==> src/rtl/vminmax_reduce.sv <==
// Vector min/max unit: lane-wise vmin/vmax with byte-mask, plus optional multi-beat vredmin/vredmax.
// Latency: 2 cycles from the input register to out_* for elementwise beats and for the last reduction beat.
// Backpressure: none; valid-only, accepts one beat every cycle and never stalls.
// Optional reduction datapath (acc, seed, busy, tree) is built only when VMINMAX_RED_EN is defined.
module vminmax_reduce #(
  parameter int DATA_WIDTH = 64,
  parameter int SEW_WIDTH  = 2
) (
  input  logic                    clk,
  input  logic                    rst_n,
  input  logic                    in_valid,
  input  logic [DATA_WIDTH-1:0]   in_vec0,
  input  logic [DATA_WIDTH-1:0]   in_vec1,
  input  logic [DATA_WIDTH/8-1:0] in_mask,
  input  logic [SEW_WIDTH-1:0]    in_sew,
  input  logic                    in_max,
  input  logic                    in_signed,
  input  logic                    in_red,
  input  logic                    in_last,
  output logic                    out_valid,
  output logic [DATA_WIDTH-1:0]   out_data,
  output logic [DATA_WIDTH/8-1:0] out_lt,
  output logic [DATA_WIDTH/8-1:0] out_eq
);

  localparam int NB   = DATA_WIDTH / 8;
  localparam int IDXW = (NB > 1) ? $clog2(NB) : 1;

  // Sign- or zero-extend the low SEW bits of a right-aligned element to SEW+1 (held in 65 bits).
  function automatic logic signed [64:0] ext65(input logic [63:0] v, input logic [1:0] sew,
                                               input logic sgn);
    logic signed [64:0] r;
    case (sew)
      2'd0:    r = {{57{sgn & v[7]}}, v[7:0]};
      2'd1:    r = {{49{sgn & v[15]}}, v[15:0]};
      2'd2:    r = {{33{sgn & v[31]}}, v[31:0]};
      default: r = {sgn & v[63], v};
    endcase
    return r;
  endfunction

  // Lowest byte index of the element that contains byte i.
  function automatic logic [IDXW-1:0] elem_base(input int i, input logic [1:0] sew);
    return IDXW'((i >> sew) << sew);
  endfunction

  // Per-byte A<B flag, evaluated at each element's lowest byte and replicated over the element.
  function automatic logic [NB-1:0] elem_lt(input logic [DATA_WIDTH-1:0] a, input logic [DATA_WIDTH-1:0] b,
                                            input logic [1:0] sew, input logic sgn);
    logic [DATA_WIDTH+55:0] pa, pb;
    logic [NB-1:0]          lo, r;
    pa = {56'd0, a};
    pb = {56'd0, b};
    for (int i = 0; i < NB; i++) lo[i] = ext65(pa[i*8 +: 64], sew, sgn) < ext65(pb[i*8 +: 64], sew, sgn);
    for (int i = 0; i < NB; i++) r[i] = lo[elem_base(i, sew)];
    return r;
  endfunction

  // Per-byte A==B flag, same replication as elem_lt.
  function automatic logic [NB-1:0] elem_eq(input logic [DATA_WIDTH-1:0] a, input logic [DATA_WIDTH-1:0] b,
                                            input logic [1:0] sew);
    logic [DATA_WIDTH+55:0] pa, pb;
    logic [NB-1:0]          lo, r;
    pa = {56'd0, a};
    pb = {56'd0, b};
    for (int i = 0; i < NB; i++) lo[i] = ext65(pa[i*8 +: 64], sew, 1'b0) == ext65(pb[i*8 +: 64], sew, 1'b0);
    for (int i = 0; i < NB; i++) r[i] = lo[elem_base(i, sew)];
    return r;
  endfunction

  // An element is active when the mask bit of its lowest byte is set; replicated per byte.
  function automatic logic [NB-1:0] act_bytes(input logic [NB-1:0] mask, input logic [1:0] sew);
    logic [NB-1:0] r;
    for (int i = 0; i < NB; i++) r[i] = mask[elem_base(i, sew)];
    return r;
  endfunction

  // Lane-wise min/max; inactive lanes pass B through. Ties pick A for min, A for max.
  function automatic logic [DATA_WIDTH-1:0] sel_minmax(input logic [DATA_WIDTH-1:0] a,
                                                       input logic [DATA_WIDTH-1:0] b,
                                                       input logic [1:0] sew, input logic mx,
                                                       input logic sgn, input logic [NB-1:0] act);
    logic [NB-1:0]         lt, eq;
    logic [DATA_WIDTH-1:0] r;
    logic                  pick_a;
    lt = elem_lt(a, b, sew, sgn);
    eq = elem_eq(a, b, sew);
    for (int i = 0; i < NB; i++) begin
      pick_a        = act[i] & (mx ? ~lt[i] : (lt[i] | eq[i]));
      r[i*8 +: 8]   = pick_a ? a[i*8 +: 8] : b[i*8 +: 8];
    end
    return r;
  endfunction

  // Stage 0: input register. Payload only loads on valid beats so idle cycles leave it untouched.
  logic                  r_vld_q;
  logic [DATA_WIDTH-1:0] r_vec0_q, r_vec1_q;
  logic [NB-1:0]         r_mask_q;
  logic [1:0]            r_sew_q;
  logic                  r_max_q, r_sgn_q;

  // Stage 1: elementwise operands with their resolved per-byte activity.
  logic                  m_ew_q, m_ew_d;
  logic [DATA_WIDTH-1:0] m_a_q, m_b_q;
  logic [NB-1:0]         m_act_q, ew_act;
  logic [1:0]            m_sew_q;
  logic                  m_max_q, m_sgn_q;

  // Stage 2 outputs.
  logic                  out_valid_q, out_valid_d;
  logic [DATA_WIDTH-1:0] out_data_q, out_data_d;
  logic [NB-1:0]         out_lt_q, out_lt_d, out_eq_q, out_eq_d;

  // Capture the incoming beat.
  always_ff @(posedge clk or negedge rst_n) begin
    if (!rst_n) begin
      r_vld_q  <= 1'b0;
      r_vec0_q <= '0;
      r_vec1_q <= '0;
      r_mask_q <= '0;
      r_sew_q  <= '0;
      r_max_q  <= 1'b0;
      r_sgn_q  <= 1'b0;
    end else begin
      r_vld_q <= in_valid;
      if (in_valid) begin
        r_vec0_q <= in_vec0;
        r_vec1_q <= in_vec1;
        r_mask_q <= in_mask;
        r_sew_q  <= in_sew[1:0];
        r_max_q  <= in_max;
        r_sgn_q  <= in_signed;
      end
    end
  end

  // Resolve element activity for elementwise beats.
  always_comb begin
    ew_act = act_bytes(r_mask_q, r_sew_q);
  end

`ifdef VMINMAX_RED_EN
  localparam int LOG_NB = $clog2(NB);

  // Low SEW bits of a 64-bit element.
  function automatic logic [63:0] elem_mask(input logic [1:0] sew);
    case (sew)
      2'd0:    return 64'h0000_0000_0000_00FF;
      2'd1:    return 64'h0000_0000_0000_FFFF;
      2'd2:    return 64'h0000_0000_FFFF_FFFF;
      default: return 64'hFFFF_FFFF_FFFF_FFFF;
    endcase
  endfunction

  // Neutral element for the reduction: any real value beats it in the compare.
  function automatic logic [DATA_WIDTH-1:0] identity(input logic [1:0] sew, input logic mx, input logic sgn);
    logic [DATA_WIDTH-1:0] r;
    logic                  top;
    for (int i = 0; i < NB; i++) begin
      top         = (((i + 1) & ((1 << sew) - 1)) == 0);
      r[i*8 +: 8] = mx ? ((sgn && top) ? 8'h80 : 8'h00) : ((sgn && top) ? 8'h7F : 8'hFF);
    end
    return r;
  endfunction

  function automatic logic [DATA_WIDTH-1:0] expand(input logic [NB-1:0] act);
    logic [DATA_WIDTH-1:0] r;
    for (int i = 0; i < NB; i++) r[i*8 +: 8] = {8{act[i]}};
    return r;
  endfunction

  logic                  r_red_q, r_last_q;
  logic                  m_red_q, m_red_d;
  logic [DATA_WIDTH-1:0] acc_q, acc_d;
  logic [63:0]           seed_q, seed_d;
  logic                  busy_q, busy_d;
  logic [1:0]            cfg_sew_q, cfg_sew_d;
  logic                  cfg_max_q, cfg_max_d, cfg_sgn_q, cfg_sgn_d;
  logic                  red_beat, first;
  logic [1:0]            eff_sew;
  logic                  eff_max, eff_sgn;
  logic [DATA_WIDTH-1:0] red_msk, masked, tree_v, seed_v, red_fin, red_res;

  // Reduction flags travel with the beat through the input register.
  always_ff @(posedge clk or negedge rst_n) begin
    if (!rst_n) begin
      r_red_q  <= 1'b0;
      r_last_q <= 1'b0;
    end else if (in_valid) begin
      r_red_q  <= in_red;
      r_last_q <= in_last;
    end
  end

  // Accumulator update: a first beat seeds acc with the identity-masked vector, later beats fold in.
  always_comb begin
    red_beat  = r_vld_q & r_red_q;
    first     = red_beat & ~busy_q;
    eff_sew   = first ? r_sew_q : cfg_sew_q;
    eff_max   = first ? r_max_q : cfg_max_q;
    eff_sgn   = first ? r_sgn_q : cfg_sgn_q;
    red_msk   = expand(act_bytes(r_mask_q, eff_sew));
    masked    = (r_vec0_q & red_msk) | (identity(eff_sew, eff_max, eff_sgn) & ~red_msk);
    acc_d     = acc_q;
    seed_d    = seed_q;
    busy_d    = busy_q;
    cfg_sew_d = cfg_sew_q;
    cfg_max_d = cfg_max_q;
    cfg_sgn_d = cfg_sgn_q;
    m_red_d   = red_beat & r_last_q;
    m_ew_d    = r_vld_q & ~r_red_q;
    if (red_beat) begin
      busy_d = ~r_last_q;
      if (first) begin
        acc_d     = masked;
        seed_d    = r_vec1_q[63:0] & elem_mask(r_sew_q);
        cfg_sew_d = r_sew_q;
        cfg_max_d = r_max_q;
        cfg_sgn_d = r_sgn_q;
      end else begin
        acc_d = sel_minmax(acc_q, masked, cfg_sew_q, cfg_max_q, cfg_sgn_q, {NB{1'b1}});
      end
    end
  end

  // Reduction state registers.
  always_ff @(posedge clk or negedge rst_n) begin
    if (!rst_n) begin
      m_red_q   <= 1'b0;
      acc_q     <= '0;
      seed_q    <= '0;
      busy_q    <= 1'b0;
      cfg_sew_q <= '0;
      cfg_max_q <= 1'b0;
      cfg_sgn_q <= 1'b0;
    end else begin
      m_red_q   <= m_red_d;
      acc_q     <= acc_d;
      seed_q    <= seed_d;
      busy_q    <= busy_d;
      cfg_sew_q <= cfg_sew_d;
      cfg_max_q <= cfg_max_d;
      cfg_sgn_q <= cfg_sgn_d;
    end
  end

  // Halving tree over acc: each level folds the upper half onto the lower half until one element
  // remains; upper-half garbage never propagates into the low lanes that survive.
  always_comb begin
    tree_v = acc_q;
    for (int l = 0; l < LOG_NB; l++) begin
      if ((DATA_WIDTH >> (l + 1)) >= (8 << cfg_sew_q))
        tree_v = sel_minmax(tree_v, tree_v >> (DATA_WIDTH >> (l + 1)), cfg_sew_q, cfg_max_q, cfg_sgn_q,
                            {NB{1'b1}});
    end
    seed_v         = '0;
    seed_v[63:0]   = seed_q;
    red_fin        = sel_minmax(tree_v, seed_v, cfg_sew_q, cfg_max_q, cfg_sgn_q, {NB{1'b1}});
    red_res        = '0;
    red_res[63:0]  = red_fin[63:0] & elem_mask(cfg_sew_q);
  end
`else
  logic m_red_q;
  logic [DATA_WIDTH-1:0] red_res;
  logic unused_red;

  // Without the reduction datapath every beat is elementwise.
  always_comb begin
    m_ew_d     = r_vld_q;
    m_red_q    = 1'b0;
    red_res    = '0;
    unused_red = in_red ^ in_last;
  end
`endif

  // Stage 1 register for the elementwise operands.
  always_ff @(posedge clk or negedge rst_n) begin
    if (!rst_n) begin
      m_ew_q  <= 1'b0;
      m_a_q   <= '0;
      m_b_q   <= '0;
      m_act_q <= '0;
      m_sew_q <= '0;
      m_max_q <= 1'b0;
      m_sgn_q <= 1'b0;
    end else begin
      m_ew_q <= m_ew_d;
      if (m_ew_d) begin
        m_a_q   <= r_vec0_q;
        m_b_q   <= r_vec1_q;
        m_act_q <= ew_act;
        m_sew_q <= r_sew_q;
        m_max_q <= r_max_q;
        m_sgn_q <= r_sgn_q;
      end
    end
  end

  // Stage 2: pick the elementwise result or the reduced element; flags are zero for reductions.
  always_comb begin
    out_valid_d = m_ew_q | m_red_q;
    out_data_d  = out_data_q;
    out_lt_d    = out_lt_q;
    out_eq_d    = out_eq_q;
    if (m_ew_q) begin
      out_data_d = sel_minmax(m_a_q, m_b_q, m_sew_q, m_max_q, m_sgn_q, m_act_q);
      out_lt_d   = elem_lt(m_a_q, m_b_q, m_sew_q, m_sgn_q);
      out_eq_d   = elem_eq(m_a_q, m_b_q, m_sew_q);
    end else if (m_red_q) begin
      out_data_d = red_res;
      out_lt_d   = '0;
      out_eq_d   = '0;
    end
  end

  // Output register.
  always_ff @(posedge clk or negedge rst_n) begin
    if (!rst_n) begin
      out_valid_q <= 1'b0;
      out_data_q  <= '0;
      out_lt_q    <= '0;
      out_eq_q    <= '0;
    end else begin
      out_valid_q <= out_valid_d;
      out_data_q  <= out_data_d;
      out_lt_q    <= out_lt_d;
      out_eq_q    <= out_eq_d;
    end
  end

  assign out_valid = out_valid_q;
  assign out_data  = out_data_q;
  assign out_lt    = out_lt_q;
  assign out_eq    = out_eq_q;

endmodule

==> config.mk <==
export PLATFORM = sky130hd
export DESIGN_NAME = vminmax_reduce
export DESIGN_NICKNAME = d
export VERILOG_FILES = /design/src/rtl/vminmax_reduce.sv
export SDC_FILE = /design/constraint.sdc
export NUM_CORES = 1
export LEC_CHECK = 0
export ABC_AREA = 1
export ABC_CLOCK_PERIOD_IN_PS = 8810
export BUFFER_PORTS_ARGS = -buffer_cell sky130_fd_sc_hd__buf_2
export CAP_MARGIN = 20
export CORE_MARGIN = 8
export CORE_UTILIZATION = 35
export DETAILED_ROUTE_END_ITERATION = 16
export PLACE_DENSITY = 0.61
export SLEW_MARGIN = 30
export SYNTH_ARGS = -nofsm -noshare
export SYNTH_HDL_FRONTEND = slang
export SYNTH_SLANG_ARGS = --single-unit
export TNS_END_PERCENT = 30
==> constraint.sdc <==
create_clock -name clk -period 8.81 [get_ports clk]
set_clock_uncertainty 0.15 [all_clocks]
set_input_delay 1.3215 -clock clk [delete_from_list [all_inputs] [get_ports clk]]
set_output_delay 1.3215 -clock clk [all_outputs]
set_load 0.1 [all_outputs]
Word level (Yosys, flattened, before mapping). Cells that the tools add are included.

Input port bits: 145. Memories: 0. ROM bits: 0. Register bits after elaboration: 363. Memory bits (writable): 0. Word-level logic and storage cells: 251. Bits in latches: 0.

Divide/modulo/power cells: 0. $mul: 0. Equality and inequality tests: 10. Shift operators: 32. Add/sub/neg operators: 0. Multiplexer cells: 126. Bitwise operators: 40. Reductions and logical operators: 1. Order comparisons: 24.

Operator list (count): 65-bit 2-to-1 mux (34); 65-bit one-hot mux with 3 select lines (10); 65-bit equality test (8); 65-bit < comparator (8); 65-bit one-hot mux with 2 select lines (4); 32-bit by 2-bit left shift with 3-bit output (16); 64-bit one-hot mux with 3 select lines (2); 56-bit one-hot mux with 3 select lines (2); 48-bit one-hot mux with 3 select lines (2); 3-bit by 2-bit >> shifter with 32-bit output (first input constant) (8); 40-bit one-hot mux with 3 select lines (2); 32-bit one-hot mux with 2 select lines (2); 1-bit by 2-bit >> shifter with 32-bit output (first input constant) (4); 2-bit by 2-bit >> shifter with 32-bit output (first input constant) (4); 24-bit one-hot mux with 2 select lines (2); 1-bit binary-select mux with 3-bit select (24); 3-bit by 4-bit < comparator with 1-bit output (second input constant) (16); 8-bit 2-to-1 mux (8); 1-bit 2-to-1 mux (32); 16-bit 2-to-1 mux (2); 1-bit bitwise AND (24); 1-bit inverter (8); 1-bit bitwise OR (8); 2-bit by 1-bit equality test with 1-bit output (second input constant) (1); other kinds (2) (2).

Logic depth before layout (Yosys ltp). Gate-level depths: netlist of run 1.

Word-level depth: 10. Depth in mapped cells: 33.

Worst setup path before layout of run 1. Ideal clock, no wire load.

Kind: flip-flop to flip-flop. Start point: register m_sew_q[0]. End point: register out_data_q[63] (netlist: out_data[63]). Arrival: 3966 ps. Required time: 8592 ps. Buffers on the path: 4. Slack: 4626 ps. Cell stages (with the launch flop): 31. Cells stage by stage: dfrtp_1 buf_6 inv_4 nand2_2 buf_4 buf_6 nor2_1 clkinv_2 nor2_1 a21oi_1 o211a_1 buf_2 a21oi_1 ha_1 nand2_1 nor2_1 and2_1 nand3_1 nor2_1 nand2_1 nand2_1 nor2_1 nand3_1 nand3_2 nand2_1 inv_1 nand2_1 nand2_2 nand2_1 nand3_1 nand2_1.

Word-level cells in the longest chain between the ends: 10.

RTL lines: start, declared (line 106) `logic [1:0] m_sew_q;`; start signal, assigned (line 292) `m_sew_q <= r_sew_q;`; 2-bit equality test, or another cell as far along; 65-bit one-hot mux with 3 select lines, or another cell as far along (line 33) `case (sew)`; 65-bit 2-to-1 mux (line 305) `if (m_ew_q) begin`; 65-bit < comparator / 65-bit equality test (equally long branches) (line 54, 66); 1-bit binary-select mux with 3-bit select, on equally long branches (line 55, 67); 1-bit 2-to-1 mux, on equally long branches (line 55, 67); 1-bit bitwise OR / 1-bit inverter (equally long branches) (line 89) `pick_a = act[i] & (mx ? ~lt[i] : (lt[i] | eq[i]));`; 1-bit 2-to-1 mux * (line 89); 1-bit bitwise AND * (line 89); 8-bit 2-to-1 mux * (line 90) `r[i*8 +: 8] = pick_a ? a[i*8 +: 8] : b[i*8 +: 8];`; end signal, assigned (line 325) `out_data_q <= out_data_d;`; end, declared (line 111) `logic [DATA_WIDTH-1:0] out_data_q, out_data_d;`.

Every way passes the cells marked *; elsewhere a longest branch is shown, timed or not. The select of a mux whose other input is x is not followed. A chain may end at the register's enable or synchronous reset.

Worst setup path after layout of run 1.
Start point: register m_sew_q[1]. End point: register out_data_q[57] (netlist: out_data[57]).

Same word-level chain as after synthesis.

==> impl_metrics.csv, run 1 <==
group,metric,value,unit
synth,syn-instance-count,3645,
clock_tree,cts_tree,"done",
synth,yosys_warnings,0,
synth,ys_seq_area_frac,0.340,
synth,ys_async_sr_fraction,1.00,
setup_path,path_common_cell,"nand2_1",
finish,drive_gt1_frac,0.130,
finish,multi_input_area,16000,µm²
setup_path,worstPathMaxFanout,58,
synth,yosys.area_share.xor_xnor,0.0101,
synth,synth_top_family_by_area,"simple AND/OR/NAND/NOR gates",
synth,ys_top_cells_by_area,"dfrtp_1 34%, nand2_1 17%, ha_1 14%",
global_route,grt_usage,0.199,
floorplan,core,75800,µm²
global_route,first_global_vias,24400,
finish,nNetsFinal,4241,
route,first_pass_iters,6,
synth,synth_nets,4086,
route,wl_per_cell,18.2,µm
global_route,grt_max_degree,162,
floorplan,die_w,292,µm
job,cap_violations,0,
synth,syn_avg_cell_area,7.34,µm²
floorplan,ios,226,
synth,synth_ff_type,"dfrtp_1",
setup_path,cp.required,9.16,ns
power,intPower,3.96,mW
placement,dp_hpwl,66100,µm
power,p_total,7.39,mW
clock_tree,ctsHtreeMaxLevel,2,
setup_path,start_kind,"flip-flop",
setup_path,crit_slowest_cell,"dfrtp_4",
run_status,status,"finished, final reports clean",
setup_path,cp_data_arrival_time,6.79,ns
timing,tns,0,ns
finish,fillCellCount,8038,
clock_tree,cts_setup_buffers,0,
clock_tree,clock-root-buffer,"clkbuf_16",
timing,final-setup-viol-count,0,
synth,ys_types,55,
finish,post-route-util,0.398,
clock_tree,cts_buffers,41,
global_route,gr-total-overflow,0,
finish,finalNonFillerCells,4808,
synth,yosys.area_share.simple,0.276,
clock_tree,clock_latency,0.58,ns
timing,max_slew.worst_pin.slew,1.09,ns
floorplan,rows,101,
timing,hold_viol,0,
timing,drv_slew,0,
power,clockPowerShare,0.249,
synth,synth_adder_area_share,0.138,
synth,synth_area,26800,µm²
route,drt_iter0_drc,1756,
power,p_sw,3.44,mW
floorplan,die_h,292,µm
power,power.density,245,nW/µm²
clock_tree,cts.path.max_buffers,3,
finish,syn2layout_area_growth,12.9,%
timing,post-route-period-util,0.732,
synth,yosysTopAreaCellShare,0.340,
power,power_frac_comb,0.458,
setup_path,critPathKind,"flip-flop to flip-flop",
timing,rsz0062_at_grt,"false",
power,seqPwrFrac,0.292,
floorplan,start_util,0.353,
global_route,grt_pass1_wl,137000,µm
route,routed_via_density,5.19,
synth,synth-edff-count,0,
timing,min_period,6.45,ns
clock_tree,postCtsResizedCells,0,
clock_tree,cts_hold_buf,0,
synth,synth-seq-cells,363,
timing,fmax,155,MHz
route,wl,87400,µm
route,num_vias,25000,
placement,placed_cells,4734,
synth,synth_top_cells_by_count,"1,177 x nand2_1, 368 x nor2_1, 363 x dfrtp_1, 296 x ha_1, 285 x o21ai_0",
synth,synth_most_common_cell,"nand2_1",
synth,synth_compound_area_frac,0.114,
floorplan,die_area,85500,µm²
route,drc_errors,0,
power,ir_drop,228,µV
finish,n_antenna_cell,0,
clock_tree,cts.sinks,363,
synth,synth_top_area_cell,"dfrtp_1",
global_route,antenna_found_initial,0,
clock_tree,clk_pin_slew,0.06,ns
timing,max-slew-margin-rel,0.273,
setup_path,crit_path_max_incr_delay,0.91,ns
synth,muxShareOfSynthArea,0.0568,
placement,numPortBuffers,223,
power,p_sw_frac,0.465,
setup_path,cp-end-kind,"flip-flop",
route,ant_nets,0,
placement,place_congestion,0.955,
finish,seq_area,9090,µm²
power,p_leak,15.9,nW
hold_path,min_path_type,"flip-flop to flip-flop",
-- power groups by stage --
stage / combinational (mW) / clock [mW] / sequential [mW]
global placement: 3.34 / 0 / 2.18
detailed placement: 3.37 / 0 / 2.19
floorplan: 1.80 / 0 / 2.88
CTS: 3.39 / 1.89 / 2.16
global route: 3.77 / 1.95 / 2.20
finish: 3.39 / 1.84 / 2.16
-- cell type report --
type / instances / area share
sequential: 363 / 0.301
multi-input combinational: 2858 / 0.528
timing repair buffer: 252 / 0.0459
tap: 978 / 0.0405
inverter: 284 / 0.0355
clock buffer: 56 / 0.0385
clock inverter: 17 / 0.00990
-- registers in the layout (all words and copies together), names as in the netlist --
register	count
m_a_q	64
m_b_q	64
out_data	64
r_vec0_q	64
r_vec1_q	64
m_act_q	8
out_eq	8
out_lt	8
r_mask_q	8
m_sew_q	2
r_sew_q	2
m_ew_d	1
m_ew_q	1
m_max_q	1
m_sgn_q	1
out_valid	1
r_max_q	1
r_sgn_q	1
-- kinds of logic after synthesis --
| kind of cell | count (synthesis) |
|---|---|
| compound gates | 581 |
| simple gates | 1815 |
| xor+xnor | 31 |
| fa+ha+maj | 296 |
| mux | 135 |
| flops | 363 |
| buf+inv | 424 |
-- cells in the final DEF (no fill, tap or decap), types with 7 or more instances in the layout --
cell,instances
nand3_1,149
clkinv_1,7
xnor2_1,13
clkbuf_8,8
nand3_2,10
o21ai_1,10
ha_1,296
buf_2,221
nor2_1,367
a31oi_1,11
a21o_1,10
a21oi_1,237
nand2_1,1177
buf_4,26
clkbuf_1,7
dfrtp_1,360
mux2_2,134
clkbuf_16,41
inv_1,271
nand4_1,66
nor3_1,18
o21ai_0,285
xor2_1,18
-- per-stage QoR --
step | hold slack (ns) | instance area, µm² | setup slack (ns)
after floorplan | 0.202 | 26800 | 4.63
after CTS | 0.320 | 30200 | 2.43
after detailed placement | 0.310 | 28700 | 2.47
after global routing | 0.336 | 30200 | 1.96
final | 0.315 | 30200 | 2.36
after global placement | 0.301 | 28700 | 2.54
-- routing by layer --
| metal | global-route usage | wire length (µm) | part of all wire |
|---|---|---|---|
| met1 | 0.256 | 37600 | 0.43 |
| met2 | 0.341 | 41800 | 0.48 |
| met3 | 0.0291 | 5100 | 0.058 |
| met4 | 0.0641 | 2880 | 0.033 |
| met5 | 0 | 0 | 0 |
-- final timing paths --
path / start / to / slack [ns] / cells past startpoint
worst max register to register: m_sew_q[1]$_DFFE_PN0P_ / out_data[57]$_DFFE_PN0P_ / 2.36 / 29
worst max-delay path: m_sew_q[1]$_DFFE_PN0P_ / out_data[57]$_DFFE_PN0P_ / 2.36 / 29
worst min register to register: r_vec0_q[5]$_DFFE_PN0P_ / m_a_q[5]$_DFFE_PN0P_ / 0.31 / 2
min in group asynchronous: rst_n / r_vec1_q[6]$_DFFE_PN0P_ / 0.58 / 1
max in group asynchronous: rst_n / m_a_q[40]$_DFFE_PN0P_ / 6.51 / 3
worst min-delay path: r_vec0_q[5]$_DFFE_PN0P_ / m_a_q[5]$_DFFE_PN0P_ / 0.31 / 2
-- worst max-delay path, delay by kind of cell (launching register included) --
| kind | cells | cell delay (ns) |
|---|---|---|
| AND/OR/NAND/NOR | 19 | 2.78 |
| adder cells (fa/ha/maj) | 1 | 0.35 |
| AO/OA/AOI/OAI | 3 | 0.85 |
| flip-flops | 1 | 0.91 |
| buffers and inverters | 6 | 1.27 |
Power figures use the tool's default switching activity.
==> inputs of run 2 (changes only) <==
--- a/config.mk
+++ b/config.mk
@@ -6,13 +6,13 @@
 export NUM_CORES = 1
 export LEC_CHECK = 0
 export ABC_AREA = 1
-export ABC_CLOCK_PERIOD_IN_PS = 8810
+export ABC_CLOCK_PERIOD_IN_PS = 5800
 export BUFFER_PORTS_ARGS = -buffer_cell sky130_fd_sc_hd__buf_2
 export CAP_MARGIN = 20
 export CORE_MARGIN = 8
 export CORE_UTILIZATION = 35
 export DETAILED_ROUTE_END_ITERATION = 16
-export PLACE_DENSITY = 0.61
+export PLACE_DENSITY = 0.63
 export SLEW_MARGIN = 30
 export SYNTH_ARGS = -nofsm -noshare
 export SYNTH_HDL_FRONTEND = slang
==> constraint.sdc (replaced) <==
create_clock -name clk -period 5.8 [get_ports clk]
set_clock_uncertainty 0.15 [all_clocks]
set_input_delay 0.87 -clock clk [delete_from_list [all_inputs] [get_ports clk]]
set_output_delay 0.87 -clock clk [all_outputs]
set_load 0.1 [all_outputs]
==> impl_metrics.csv, run 2 (synthesis gave the netlist of run 1 again) <==
group,metric,value,unit
clock_tree,cts.sinks,363,
global_route,grt_pass1_wl,138000,µm
timing,fmax,202,MHz
finish,nNetsFinal,4280,
floorplan,core,75800,µm²
clock_tree,cts.path.max_buffers,3,
power,ir_drop,399,µV
clock_tree,cts_setup_buffers,0,
route,routed_via_density,5.19,
timing,min_period,4.95,ns
route,ant_nets,0,
global_route,gr-total-overflow,0,
route,num_vias,25200,
floorplan,ios,226,
timing,final-setup-viol-count,0,
setup_path,cp.required,6.14,ns
placement,place_congestion,0.969,
timing,max_slew.worst_pin.slew,1.01,ns
timing,rsz0062_at_grt,"false",
finish,drive_gt1_frac,0.137,
finish,finalNonFillerCells,4845,
power,power.density,364,nW/µm²
placement,placed_cells,4773,
clock_tree,cts_buffers,39,
finish,post-route-util,0.401,
timing,hold_viol,0,
timing,drv_slew,0,
setup_path,path_buf_inv,6,
route,drc_errors,0,
setup_path,worstPathMaxFanout,38,
clock_tree,ctsHtreeMaxLevel,2,
setup_path,start_kind,"flip-flop",
route,drt_iter0_drc,1687,
floorplan,die_area,85500,µm²
setup_path,critPathKind,"flip-flop to flip-flop",
placement,numPortBuffers,223,
finish,layout_commonest_cell,"nand2_1",
global_route,grt_usage,0.199,
setup_path,cp-end-kind,"flip-flop",
global_route,grt_max_degree,143,
setup_path,crit_slowest_cell,"dfrtp_4",
placement,dp_hpwl,66200,µm
global_route,antenna_found_initial,1,
clock_tree,clock_latency,0.58,ns
run_status,status,"finished, final reports clean",
floorplan,rows,101,
floorplan,start_util,0.353,
setup_path,path_common_cell,"nand2_1",
finish,final_cell_mix,"1,177 x nand2_1, 367 x nor2_1, 360 x dfrtp_1",
job,cap_violations,0,
timing,max-slew-margin-rel,0.324,
timing,post-route-period-util,0.854,
placement,post-place-ws,0.946,ns
setup_path,crit_path_max_incr_delay,0.55,ns
floorplan,die_w,292,µm
route,wl_per_cell,18.1,µm
power,p_total,11.1,mW
setup_path,cp_top_family,"simple AND/OR/NAND/NOR gates",
finish,multi_input_area,15900,µm²
clock_tree,cts_tree,"done",
setup_path,cp_data_arrival_time,5.30,ns
route,wl,87500,µm
timing,tns,0,ns
power,p_leak,16.0,nW
global_route,first_global_vias,24900,
hold_path,min_path_type,"flip-flop to flip-flop",
route,first_pass_iters,6,
finish,seq_area,9090,µm²
timing,worst_slack,0.845,ns
finish,fillCellCount,7921,
finish,syn2layout_area_growth,13.7,%
clock_tree,clk_pin_slew,0.06,ns
floorplan,die_h,292,µm
clock_tree,clock-root-buffer,"clkbuf_16",
[run 2: cell count changes in the layout (fill, tap and decap cells not counted), moves of 2 or more]
cell,delta
buf_12,+9
buf_4,+32
bufinv_16,-5
clkbuf_1,-2
clkbuf_8,+2
clkinv_16,-2
o22ai_1,+2
o22ai_2,-2
[run 2: final timing paths]
path	start	to	slack, ns	cells past startpoint
max	m_sew_q[1]$_DFFE_PN0P_	out_data[40]$_DFFE_PN0P_	0.85	25
min	r_vec0_q[5]$_DFFE_PN0P_	m_a_q[5]$_DFFE_PN0P_	0.32	2
max reg2reg	m_sew_q[1]$_DFFE_PN0P_	out_data[40]$_DFFE_PN0P_	0.85	25
min reg2reg	r_vec0_q[5]$_DFFE_PN0P_	m_a_q[5]$_DFFE_PN0P_	0.32	2
max in group asynchronous	rst_n	r_vec1_q[37]$_DFFE_PN0P_	3.55	4
min in group asynchronous	rst_n	r_vec0_q[5]$_DFFE_PN0P_	0.59	2
[run 2: timing repair]
item	4_1_cts	5_1_grt
resized for setup	0	0
hold buffers	0	1
hold endpoints to repair	0	19
[run 2: where the power goes]
| group | switching (mW) | internal [mW] | leakage (nW) |
|---|---|---|---|
| Combinational | 3.79 | 1.49 | 11.0 |
| Sequential | 0.345 | 2.91 | 4.37 |
| Clock | 1.09 | 1.44 | 0.633 |
| Total | 5.22 | 5.84 | 16.0 |
[run 2: cell type report]
type,instances,share of cell area
clock inverters,13,0.00391
well taps,978,0.0402
inverters,284,0.0353
diodes,1,0.0000823
flip-flops and latches,363,0.299
repair buffers,293,0.0594
clock buffers,55,0.0381
multi-input cells,2858,0.524
[run 2: metrics by stage]
step	hold WS (ns)	instance area, µm²
2_1_floorplan	0.202	26800
3_3_place_gp	0.307	29100
3_5_place_dp	0.312	29100
4_1_cts	0.258	30400
5_1_grt	0.344	30400
6_report	0.320	30400
[run 2: worst min-delay path: stages (launching register included)]
cell and delay [ns]:
dfrtp_1 0.34, nand2_1 0.05, nand2_1 0.05
[run 2: routing by layer]
metal  global-route usage  wire, µm  vias up
met2                0.346     42200      672
li1                     -         -    12400
met5                    0         0        -
met3               0.0286      4520      170
met1                0.251     37800    11900
met4               0.0676      2980        0
